$ cat src/rtl/dsp_pkg.sv
// Shared types, tap indices and saturation helper for the time-multiplexed biquad cascade.
package dsp_pkg;
  localparam int ACC_W = 40;

  typedef logic signed [15:0]      audio_t;
  typedef logic signed [ACC_W-1:0] acc_t;

  typedef enum logic [2:0] {IDLE, LOAD, MAC, SCALE, DONE} seq_state_e;

  localparam logic [2:0] K_B0 = 3'd0;
  localparam logic [2:0] K_B1 = 3'd1;
  localparam logic [2:0] K_B2 = 3'd2;
  localparam logic [2:0] K_A1 = 3'd3;
  localparam logic [2:0] K_A2 = 3'd4;

  function automatic audio_t sat16(input acc_t a);
    if (a > acc_t'(32767)) return 16'sh7fff;
    if (a < acc_t'(-32768)) return 16'sh8000;
    return a[15:0];
  endfunction
endpackage

$ cat src/rtl/dsp_biquad_coef_ram.sv
// Coefficient store: NSTAGE*5 signed words, sync write, combinational read, resets to pass-through.
module dsp_biquad_coef_ram #(
  parameter int NSTAGE = 4,
  parameter int CW     = 16,
  parameter int DP     = 14,
  parameter int IW     = $clog2(NSTAGE*5)
) (
  input  logic                 clk_i,
  input  logic                 rst_ni,
  input  logic                 we_i,
  input  logic [IW-1:0]        waddr_i,
  input  logic signed [CW-1:0] wdata_i,
  input  logic [IW-1:0]        raddr_i,
  output logic signed [CW-1:0] rdata_o
);
  localparam int DEPTH = NSTAGE*5;

  logic signed [CW-1:0] mem_q [DEPTH];

  // Word 0 of every stage is B0; unity there and zero elsewhere makes each stage a wire.
  always_ff @(posedge clk_i) begin
    if (!rst_ni) begin
      for (int i = 0; i < DEPTH; i++) begin
        mem_q[i] <= (i % 5 == 0) ? CW'(1 << DP) : '0;
      end
    end else if (we_i) begin
      mem_q[waddr_i] <= wdata_i;
    end
  end

  assign rdata_o = mem_q[raddr_i];
endmodule

$ cat src/rtl/dsp_biquad_sequencer.sv
// Cascade of NSTAGE direct-form-I biquads sharing one MAC, stepped once per iStart strobe.
module dsp_biquad_sequencer
  import dsp_pkg::*;
#(
  parameter int NSTAGE = 4,
  parameter int CW     = 16,
  parameter int DP     = 14,
  parameter int AW     = ACC_W
) (
  input  logic                 iCLK,
  input  logic                 iRST_N,
  input  logic                 iStart,
  input  logic signed [15:0]   iIn,
  output logic signed [15:0]   oOut,
  output logic                 oValid,
  output logic                 oBusy,
  output logic                 oOverrun,
  input  logic                 iCoefWe,
  input  logic [5:0]           iCoefAddr,
  input  logic signed [CW-1:0] iCoefData,
  output logic                 oCoefErr,
  output seq_state_e           oDbgState
);
  localparam int NCOEF = NSTAGE*5;
  localparam int IW    = $clog2(NCOEF);
  localparam int SW    = (NSTAGE > 1) ? $clog2(NSTAGE) : 1;

  // Handshake: iStart is accepted only in IDLE; oBusy covers LOAD..DONE, where a start is
  // dropped with an oOverrun pulse in that same cycle; oValid is a one-cycle result strobe.
  seq_state_e         state_q;
  logic [SW-1:0]      s_q;
  logic [2:0]         k_q;
  logic signed [AW-1:0] acc_q;
  audio_t             xin_q, out_q;
  logic               valid_q;
  audio_t             x1_q [NSTAGE];
  audio_t             x2_q [NSTAGE];
  audio_t             y1_q [NSTAGE];
  audio_t             y2_q [NSTAGE];

  logic                 busy, addr_ok, ram_we;
  logic [IW-1:0]        rd_addr;
  logic signed [CW-1:0] coef;
  audio_t               opnd, y_d;
  logic signed [AW-1:0] opnd_ext, coef_ext, prod;

  assign busy    = (state_q != IDLE);
  assign addr_ok = (iCoefAddr < 6'(NCOEF));
  assign ram_we  = iCoefWe && !busy && addr_ok;
  assign rd_addr = IW'(32'(s_q) * 5 + 32'(k_q));

  dsp_biquad_coef_ram #(.NSTAGE(NSTAGE), .CW(CW), .DP(DP), .IW(IW)) u_coef (
    .clk_i   (iCLK),
    .rst_ni  (iRST_N),
    .we_i    (ram_we),
    .waddr_i (iCoefAddr[IW-1:0]),
    .wdata_i (iCoefData),
    .raddr_i (rd_addr),
    .rdata_o (coef)
  );

  always_comb begin
    opnd = y2_q[s_q];
    case (k_q)
      K_B0:    opnd = xin_q;
      K_B1:    opnd = x1_q[s_q];
      K_B2:    opnd = x2_q[s_q];
      K_A1:    opnd = y1_q[s_q];
      default: opnd = y2_q[s_q];
    endcase
  end

  assign opnd_ext = {{(AW-16){opnd[15]}}, opnd};
  assign coef_ext = {{(AW-CW){coef[CW-1]}}, coef};
  assign prod     = opnd_ext * coef_ext;
  assign y_d      = sat16(acc_t'(acc_q >>> DP));

  always_ff @(posedge iCLK) begin
    if (!iRST_N) begin
      state_q <= IDLE;
      s_q     <= '0;
      k_q     <= '0;
      acc_q   <= '0;
      xin_q   <= '0;
      out_q   <= '0;
      valid_q <= 1'b0;
      for (int i = 0; i < NSTAGE; i++) begin
        x1_q[i] <= '0;
        x2_q[i] <= '0;
        y1_q[i] <= '0;
        y2_q[i] <= '0;
      end
    end else begin
      valid_q <= 1'b0;
      case (state_q)
        IDLE: if (iStart) begin
          xin_q   <= iIn;
          state_q <= LOAD;
        end
        LOAD: begin
          s_q     <= '0;
          k_q     <= '0;
          acc_q   <= '0;
          state_q <= MAC;
        end
        MAC: begin
          acc_q <= (k_q >= K_A1) ? acc_q - prod : acc_q + prod;
          if (k_q == K_A2) state_q <= SCALE;
          else             k_q     <= k_q + 3'd1;
        end
        SCALE: begin
          x2_q[s_q] <= x1_q[s_q];
          x1_q[s_q] <= xin_q;
          y2_q[s_q] <= y1_q[s_q];
          y1_q[s_q] <= y_d;
          xin_q     <= y_d;
          acc_q     <= '0;
          k_q       <= '0;
          // Output registers load here so they are already valid during DONE.
          if (s_q == SW'(NSTAGE-1)) begin
            out_q   <= y_d;
            valid_q <= 1'b1;
            state_q <= DONE;
          end else begin
            s_q     <= s_q + 1'b1;
            state_q <= MAC;
          end
        end
        DONE:    state_q <= IDLE;
        default: state_q <= IDLE;
      endcase
    end
  end

  assign oOut      = out_q;
  assign oValid    = valid_q;
  assign oBusy     = busy;
  assign oOverrun  = iRST_N && iStart && busy;
  assign oCoefErr  = iRST_N && iCoefWe && (busy || !addr_ok);
  assign oDbgState = state_q;
endmodule

$ cat config.mk
export PLATFORM = sky130hd
export DESIGN_NAME = dsp_biquad_sequencer
export DESIGN_NICKNAME = d
export VERILOG_FILES = /design/src/rtl/dsp_pkg.sv /design/src/rtl/dsp_biquad_coef_ram.sv /design/src/rtl/dsp_biquad_sequencer.sv
export SDC_FILE = /design/constraint.sdc
export NUM_CORES = 2
export LEC_CHECK = 0
export CAP_MARGIN = 15
export CELL_PAD_IN_SITES_DETAIL_PLACEMENT = 0
export CELL_PAD_IN_SITES_GLOBAL_PLACEMENT = 2
export CORE_MARGIN = 1
export CORE_UTILIZATION = 43
export CTS_BUF_LIST = sky130_fd_sc_hd__clkbuf_4 sky130_fd_sc_hd__clkbuf_8
export DETAILED_ROUTE_END_ITERATION = 7
export MAX_ROUTING_LAYER = met4
export PLACE_DENSITY_LB_ADDON = 0.1
export SYNTH_ARGS = -nofsm -noshare
export SYNTH_HDL_FRONTEND = slang
export SYNTH_SLANG_ARGS = --single-unit
$ cat constraint.sdc
create_clock -name iCLK -period 11.7 [get_ports iCLK]
set_clock_uncertainty 0.15 [all_clocks]
set_input_delay 1.755 -clock iCLK [delete_from_list [all_inputs] [get_ports iCLK]]
set_output_delay 1.755 -clock iCLK [all_outputs]
set_load 0.02 [all_outputs]
# ---- After elaboration in Yosys (flattened, before gate mapping)
# Memory sizes are Yosys's and may differ from the RTL's. A register that Yosys moved wholly into a read port is not among the register bits.
# Cells that the tools add are included.
dict set report op_classes {
  n_lt_le_gt_ge 4
  n_reduce_logical 27
  multipliers 2
  n_eq_ne 12
  muxes 51
  addsub 5
}
# op n
set op_table {}
lappend op_table {{16-bit two-way mux} 10}
lappend op_table {{40-bit one-hot mux with 2 select lines} 1}
lappend op_table {{16-bit OR reduction} 5}
lappend op_table {{16-bit one-hot mux with 4 select lines} 1}
lappend op_table {{40-bit by 32-bit adder with 40-bit output} 1}
lappend op_table {{40-bit two-way mux} 1}
lappend op_table {{40-bit by 32-bit subtractor with 40-bit output} 1}
lappend op_table {{16-bit by 16-bit multiplier with 32-bit output} 1}
lappend op_table {{16-bit one-hot mux with 2 select lines} 1}
lappend op_table {{26-bit by 16-bit > comparator with 1-bit output (second input constant)} 1}
lappend op_table {{26-bit by 16-bit less-than comparator with 1-bit output (second input constant)} 1}
lappend op_table {{2-bit two-way mux} 13}
lappend op_table {{1-bit two-way mux} 16}
lappend op_table {{3-bit by 2-bit equality test with 1-bit output (second input constant)} 4}
lappend op_table {{3-bit two-way mux} 4}
lappend op_table {{3-bit one-hot mux with 4 select lines} 1}
lappend op_table {{2-bit AND reduction} 6}
lappend op_table {{2-bit inequality test (second input constant)} 4}
lappend op_table {{3-bit by 1-bit equality test with 1-bit output (second input constant)} 2}
lappend op_table {{1-bit logical AND} 6}
lappend op_table {{3-bit zero test} 2}
lappend op_table {{6-bit by 5-bit less-than comparator with 1-bit output (second input constant)} 1}
lappend op_table {{3-bit one-hot mux with 2 select lines} 1}
lappend op_table {{2-bit nonzero test} 3}
lappend op_table {{other kinds (13)} 14}
dict set report word_totals {
  n_memories 5
  register_bits 81
  output_inout_bits 23
  ram_bits 576
  input_bits 42
}
# name words width read_ports rd_ports_with_merged_regs write_ports line
set memory_table {}
lappend memory_table {u_coef.mem_q 20 16 1 0 20 dsp_biquad_coef_ram.sv:18} ;# logic signed [CW-1:0] mem_q [DEPTH];
lappend memory_table {x1_q 4 16 1 1 4 dsp_biquad_sequencer.sv:36} ;# audio_t x1_q [NSTAGE];
lappend memory_table {x2_q 4 16 1 1 4 dsp_biquad_sequencer.sv:37} ;# audio_t x2_q [NSTAGE];
lappend memory_table {y1_q 4 16 1 1 4 dsp_biquad_sequencer.sv:38} ;# audio_t y1_q [NSTAGE];
lappend memory_table {y2_q 4 16 1 1 4 dsp_biquad_sequencer.sv:39} ;# audio_t y2_q [NSTAGE];

# ---- Longest topological paths before layout
dict set report logic_depth {
  depth_word 9
  ltp_mapped 49
}

# ---- Cells and area by module
# A second synthesis with hierarchy kept.
dict set report unflattened {
  cells_unflattened 4186
  hier_area_um2 50248.2
}
# module cells_per_inst area_each_um2 seq_area_each_um2 instances
set by_module_without_submodules {}
lappend by_module_without_submodules {dsp_biquad_sequencer 2656 27769.1 9349.0 1}
lappend by_module_without_submodules {dsp_biquad_coef_ram 1530 22479.1 15374.7 1}

# ---- Worst setup path before layout
# OpenSTA, ideal clock, no wires.
dict set report synth_timing {
  path_type {register -> register}
  from {reg k_q[1]}
  to {reg acc_q[39]}
  synth_period_minus_slack_ns 11.953
  setup_ns 0.079
  setup_slack_ns -0.253
  arrival_ns 11.724
  stages_incl_launch_ff 42
  cell_sequence {dfxtp_1 > ha_1 > ha_1 > fa_1 > clkbuf_1 > clkbuf_1 > clkbuf_1 > mux4_2 > mux2i_1 > clkbuf_1 > nor2_1 > fa_1 > inv_1 > fa_1 > fa_1 > fa_1 > inv_1 > fa_1 > [6 not listed] > o21bai_1 > a21oi_1 > mux2i_1 > a2111oi_0 > and3_1 > nand2_1 > o21ai_0 > xnor2_1 > ha_1 > nand2_1 > nor2_1 > and3_1 > a31oi_1 > o311a_1 > nor3_1 > a21oi_1 > or4b_1 > o211ai_1}
}
dict set report synth_via {
  elab_chain_len 6
  word_cells_on_any_way 13
  cone_classes {add/sub: 3; mul: 1; order compare: 1; eq/ne: 3; mux: 3; reduce/logical: 1; memory: 1}
}
# element line
set synth_rtl {}
lappend synth_rtl {{from (decl)} dsp_biquad_sequencer.sv:32} ;# logic [2:0] k_q;
lappend synth_rtl {{from (signal assigned)} dsp_biquad_sequencer.sv:109} ;# else k_q <= k_q + 3'd1;
lappend synth_rtl {{5-bit by 3-bit adder with 5-bit output, or another cell as far along} dsp_biquad_sequencer.sv:50} ;# assign rd_addr = IW'(32'(s_q) * 5 + 32'(k_q));
lappend synth_rtl {{memory 20 x 16 bit / 16-bit one-hot mux with 4 select lines (equally long branches)} --}
lappend synth_rtl {{16-bit by 16-bit multiplier with 32-bit output} dsp_biquad_sequencer.sv:75} ;# assign prod = opnd_ext * coef_ext;
lappend synth_rtl {{40-bit by 32-bit adder with 40-bit output / 40-bit by 32-bit subtractor with 40-bit output (equally long branches)} dsp_biquad_sequencer.sv:107} ;# acc_q <= (k_q >= K_A1) ? acc_q - prod : acc_q + prod;
lappend synth_rtl {{40-bit two-way mux (*)} dsp_biquad_sequencer.sv:107}
lappend synth_rtl {{40-bit one-hot mux with 2 select lines (*)} dsp_biquad_sequencer.sv:95} ;# case (state_q)
lappend synth_rtl {{to (signal assigned)} dsp_biquad_sequencer.sv:107}
lappend synth_rtl {{to (decl)} dsp_biquad_sequencer.sv:33} ;# logic signed [AW-1:0] acc_q;
# Every way passes the cells marked *; elsewhere a longest branch is shown, timed or not.
# A chain may end at the register's enable or synchronous reset.

# ---- Worst setup path in the final report
dict set report layout_timing {
  from {reg s_q[0]}
  to {reg acc_q[39]}
}
dict set report layout_via {
  elab_chain_len 7
  word_cells_on_any_way 8
  cone_classes {add/sub: 3; mul: 2; mux: 2; memory: 1}
}
# element line
set layout_rtl {}
lappend layout_rtl {{from (decl)} dsp_biquad_sequencer.sv:31} ;# logic [SW-1:0] s_q;
lappend layout_rtl {{from (signal assigned)} dsp_biquad_sequencer.sv:125} ;# s_q <= s_q + 1'b1;
lappend layout_rtl {{2-bit by 3-bit multiplier with 5-bit output (*)} dsp_biquad_sequencer.sv:50}
lappend layout_rtl {{5-bit by 3-bit adder with 5-bit output (*)} dsp_biquad_sequencer.sv:50}
lappend layout_rtl {{memory 20 x 16 bit (*)} --}
lappend layout_rtl {{16-bit by 16-bit multiplier with 32-bit output (*)} dsp_biquad_sequencer.sv:75}
lappend layout_rtl {{40-bit by 32-bit adder with 40-bit output / 40-bit by 32-bit subtractor with 40-bit output (equally long branches)} dsp_biquad_sequencer.sv:107}
lappend layout_rtl {{40-bit two-way mux (*)} dsp_biquad_sequencer.sv:107}
lappend layout_rtl {{40-bit one-hot mux with 2 select lines (*)} dsp_biquad_sequencer.sv:95}
# Marks and branches as above.

==> results.md <==
Final layout:
- The net count of the finished layout is 4,684.
- The synthesis-to-finish area growth is 16.8%.
- In the final layout, the share of cells above drive strength 1 is 20.8%.
- The final standard cell utilization of the core is 50.9%.

Clocking:
- The H-tree was split into 4 levels.
- The clock latency at the later pin of the worst-skew pair is 840 ps.
- The number of clock buffers added by TritonCTS is 150.
- The clock drives 851 sinks.
- The TritonCTS clock tree is yes.
- Counting along the longest clock path gives a buffer depth of 3.
- The master cell of the clock root buffer is clkbuf_8.
- After clock tree synthesis, the clock-pin slew on the worst setup and hold paths is 50 ps.

Global routing:
- The wire length of the first global-routing pass is 204,000 um.
- Entering global routing, the biggest net connects 82 pins.
- The global routing met2 resource utilization is 40.1%.
- Global routing used 24.5% of the available tracks.
- After global routing the overflow that remains totals 0.
- The initial antenna violation count is 3.
- The met1 layer usage reported by global route is 32.3%.
- In this run the most used layer during global routing was met2.
- The number of global-route vias before repair is 31,900.
- The met3 global-route usage is 3.12%.

Status:
- The flow ran to the end, and the final reports show no timing, DRC or antenna violations.

Worst setup path:
- The slowest stage of the critical path belongs to the cell mux4_2.
- By instance count, the cell type seen most on the critical path is fa_1.
- The critical path arrival is 11,800 ps.
- The data required time of the critical path is 12,290 ps.
- The type of element capturing the critical path is a register.
- The type of element launching the critical path is a register.
- The highest fanout seen on the critical path is 18.
- The largest single stage delay on the critical path is 580 ps.
- The setup path with the least slack is of type reg2reg.

Drt:
- Dividing the detail-routed via count by the number of cells gives 5.21.
- The number of remaining DRC errors is 0.
- The average detailed-routed wire length per instance is 23.1 um.
- Summing over every cut layer, the via total after detailed routing is 30,500.
- The first TritonRoute pass finished after 5 iterations.
- After the first detailed-routing iteration, the DRC count stood at 1,914.
- The detail route stage leaves a number of antenna-violating nets equal to 0.
- For this block, the routed nets add up to 135,000 um of wire.

Yosys:
- For this run, asynchronously set or reset flops after synthesis account for 0%.
- Ranked by instance count, the synthesized netlist is headed by 768 x edfxtp_1, 484 x and2_1, 318 x inv_1.
- Counting every instance in the synthesized netlist gives 3,796.
- The netlist uses 75 different library cells.
- For this run, the number of Yosys warnings is 0.
- Among all cell types in the netlist, the one instantiated most often is edfxtp_1.
- In this run, synthesis inferred 768 flip-flops with an integrated enable.
- The share of synthesized area in the top cell type comes to 46.8%.
- After synthesis the netlist holds a flip-flop and latch count of 851.
- The largest area contributor in the netlist is edfxtp_1.
- After synthesis, the mean cell area works out to 13.0 sq um.
- By area the synthesized netlist is led by edfxtp_1 47%, fa_1 11%, mux4_2 10%.
- Summing every instance area after synthesis gives 0.0492 sq mm.
- The proportion of synthesized chip area in sequential cells is 50.2%.
- The dominant register cell in the synthesized netlist is edfxtp_1.

Timing:
- Setup violations remaining at the end of the flow were counted as 0.
- The slew at the pin closest to its max-slew limit is 1190 ps.
- The timing-limited maximum frequency is 89.2 MHz.
- The final-layout worst hold slack is 303 ps.
- The headroom to the max-slew limit is 20.5%.
- The number of failing hold endpoints at the final stage is 0.
- The worst path in the final design needs a cycle of 11,210 ps, including I/O delays and setup.
- The number of pins with negative max-slew slack in the final report was 0.
- Dividing the final minimum period by the clock period gives 95.8%.

Place:
- Buffers placed on the I/O ports in this run total 64.
- After legalization and detailed placement, the total HPWL measured 94,200 um.
- The final weighted congestion of routability-driven global placement is 0.853.

Floorplanning:
- The area of the core is 0.113 sq mm.
- The height of the die is 340 um.
- In this run the core area contains 123 standard-cell rows.
- For this configuration, the core starts out at a cell density of 43.6%.
- Pin placement for this block handled 65 I/O pins.
- The width of the die is 340 um.
- The area of the die is 0.116 sq mm.

Pwr:
- For this design the ratio of total power to cell area is 291 mW/mm^2.
- Across the VDD grid, the largest voltage drop is 0.000272 V.
- In this run the static leakage power is 23.1 nW.
- The total chip power is 16.7 mW.

Worst hold path:
- The path class of the tightest hold or removal check is reg2reg.

Run:
- Max-cap violations in this run came to 0.
-- per-stage QoR --
step | setup slack [ps] | instance area [sq um] | std cells | setup TNS, ps
finish | 490 | 57500 | 5861 | 0
global placement | 216 | 54200 | 5575 | 0
detailed placement | 205 | 54200 | 5576 | 0
global route | -6.52 | 57500 | 5859 | -6.52
CTS | 152 | 57100 | 5841 | 0
floorplan | 11.2 | 50000 | 3987 | 0
-- area by class of cell --
cell class,count,area (sq um)
fill,10000,55500
sequential,851,24700
multi-input combinational,2591,23600
timing repair buffer,331,3160
clock buffer,223,2630
tap,1500,1880
inverter,319,1200
clock inverter,42,303
antenna,4,10.0
-- state kept, by name, indices dropped and copies added (netlist names), named ones only --
| register | flops |
|---|---|
| oDbgState | 3 |
| s_q | 2 |
| y2_q | 64 |
| acc_q | 40 |
| xin_q | 16 |
| k_q | 3 |
| oValid | 1 |
| x1_q | 64 |
| oOut | 16 |
| u_coef.mem_q | 512 |
| x2_q | 64 |
| y1_q | 64 |
-- what timing repair did --
| item | in CTS | in global routing |
|---|---|---|
| endpoints found under the setup margin | 0 | 8 |
| hold buffers | 0 | 0 |
| gates resized for setup | 0 | 31 |
| setup buffers | 0 | 6 |
-- worst paths after layout --
kind,start,endpoint,slack [ps],depth (start not counted)
worst max-delay path,s_q[0],acc_q[39],490,41
worst min-delay path,oOut[12],oOut[12],300,2
worst max register to register,s_q[0],acc_q[39],490,41
worst min register to register,oOut[12],oOut[12],300,2
-- critical path: cells and delay by family, from the launching register on --
family	cells	cell delay, ps
buffers and inverters	9	1140
XOR/XNOR	2	350
adder cells (fa/ha/maj)	9	3920
flip-flops	1	400
AND/OR/NAND/NOR	9	1980
multiplexers	3	1280
AO/OA/AOI/OAI	9	1850
-- metal layers --
layer,wire [um],part of all wire [%],vias to the layer above
met5,0,0,-
met4,3070,2.3,0
met3,5430,4.0,191
met2,67500,50,617
met1,59100,44,15600
li1,-,-,14100
-- logic make-up (layout without fill, tap and decap cells) --
logic type | count (synthesis) | count (layout) | synth area share [%]
compound gates | 411 | 411 | 5.55
fa+ha+maj | 398 | 398 | 14.2
mux | 246 | 246 | 10.7
other cells | 1 | 196 | 0.00762
simple gates | 1252 | 1252 | 13.6
buf+inv | 545 | 915 | 4.17
xor+xnor | 92 | 92 | 1.64
flops | 851 | 851 | 50.2
-- cell usage in the layout, fill, tap and decap left out, types with 27 or more instances in the layout --
cell / count
dfxtp_1: 80
clkinv_1: 27
ha_1: 131
a211oi_1: 40
and2_1: 484
and3_1: 65
or2_2: 85
a22oi_1: 37
xnor2_1: 56
mux4_2: 224
nand2b_1: 42
clkbuf_8: 152
o21ai_0: 78
a21oi_1: 68
clkbuf_4: 72
xor2_1: 34
buf_4: 226
fa_1: 262
nand2_1: 141
clkdlybuf4s50_1: 63
nor2_1: 299
inv_1: 317
a21o_1: 45
conb_1: 192
edfxtp_1: 768
-- power breakdown --
group / switching [mW] / internal, mW
registers: 0.0917 / 3.50
clock network: 1.25 / 1.47
logic: 5.96 / 4.45
Power figures use the tool's default switching activity.
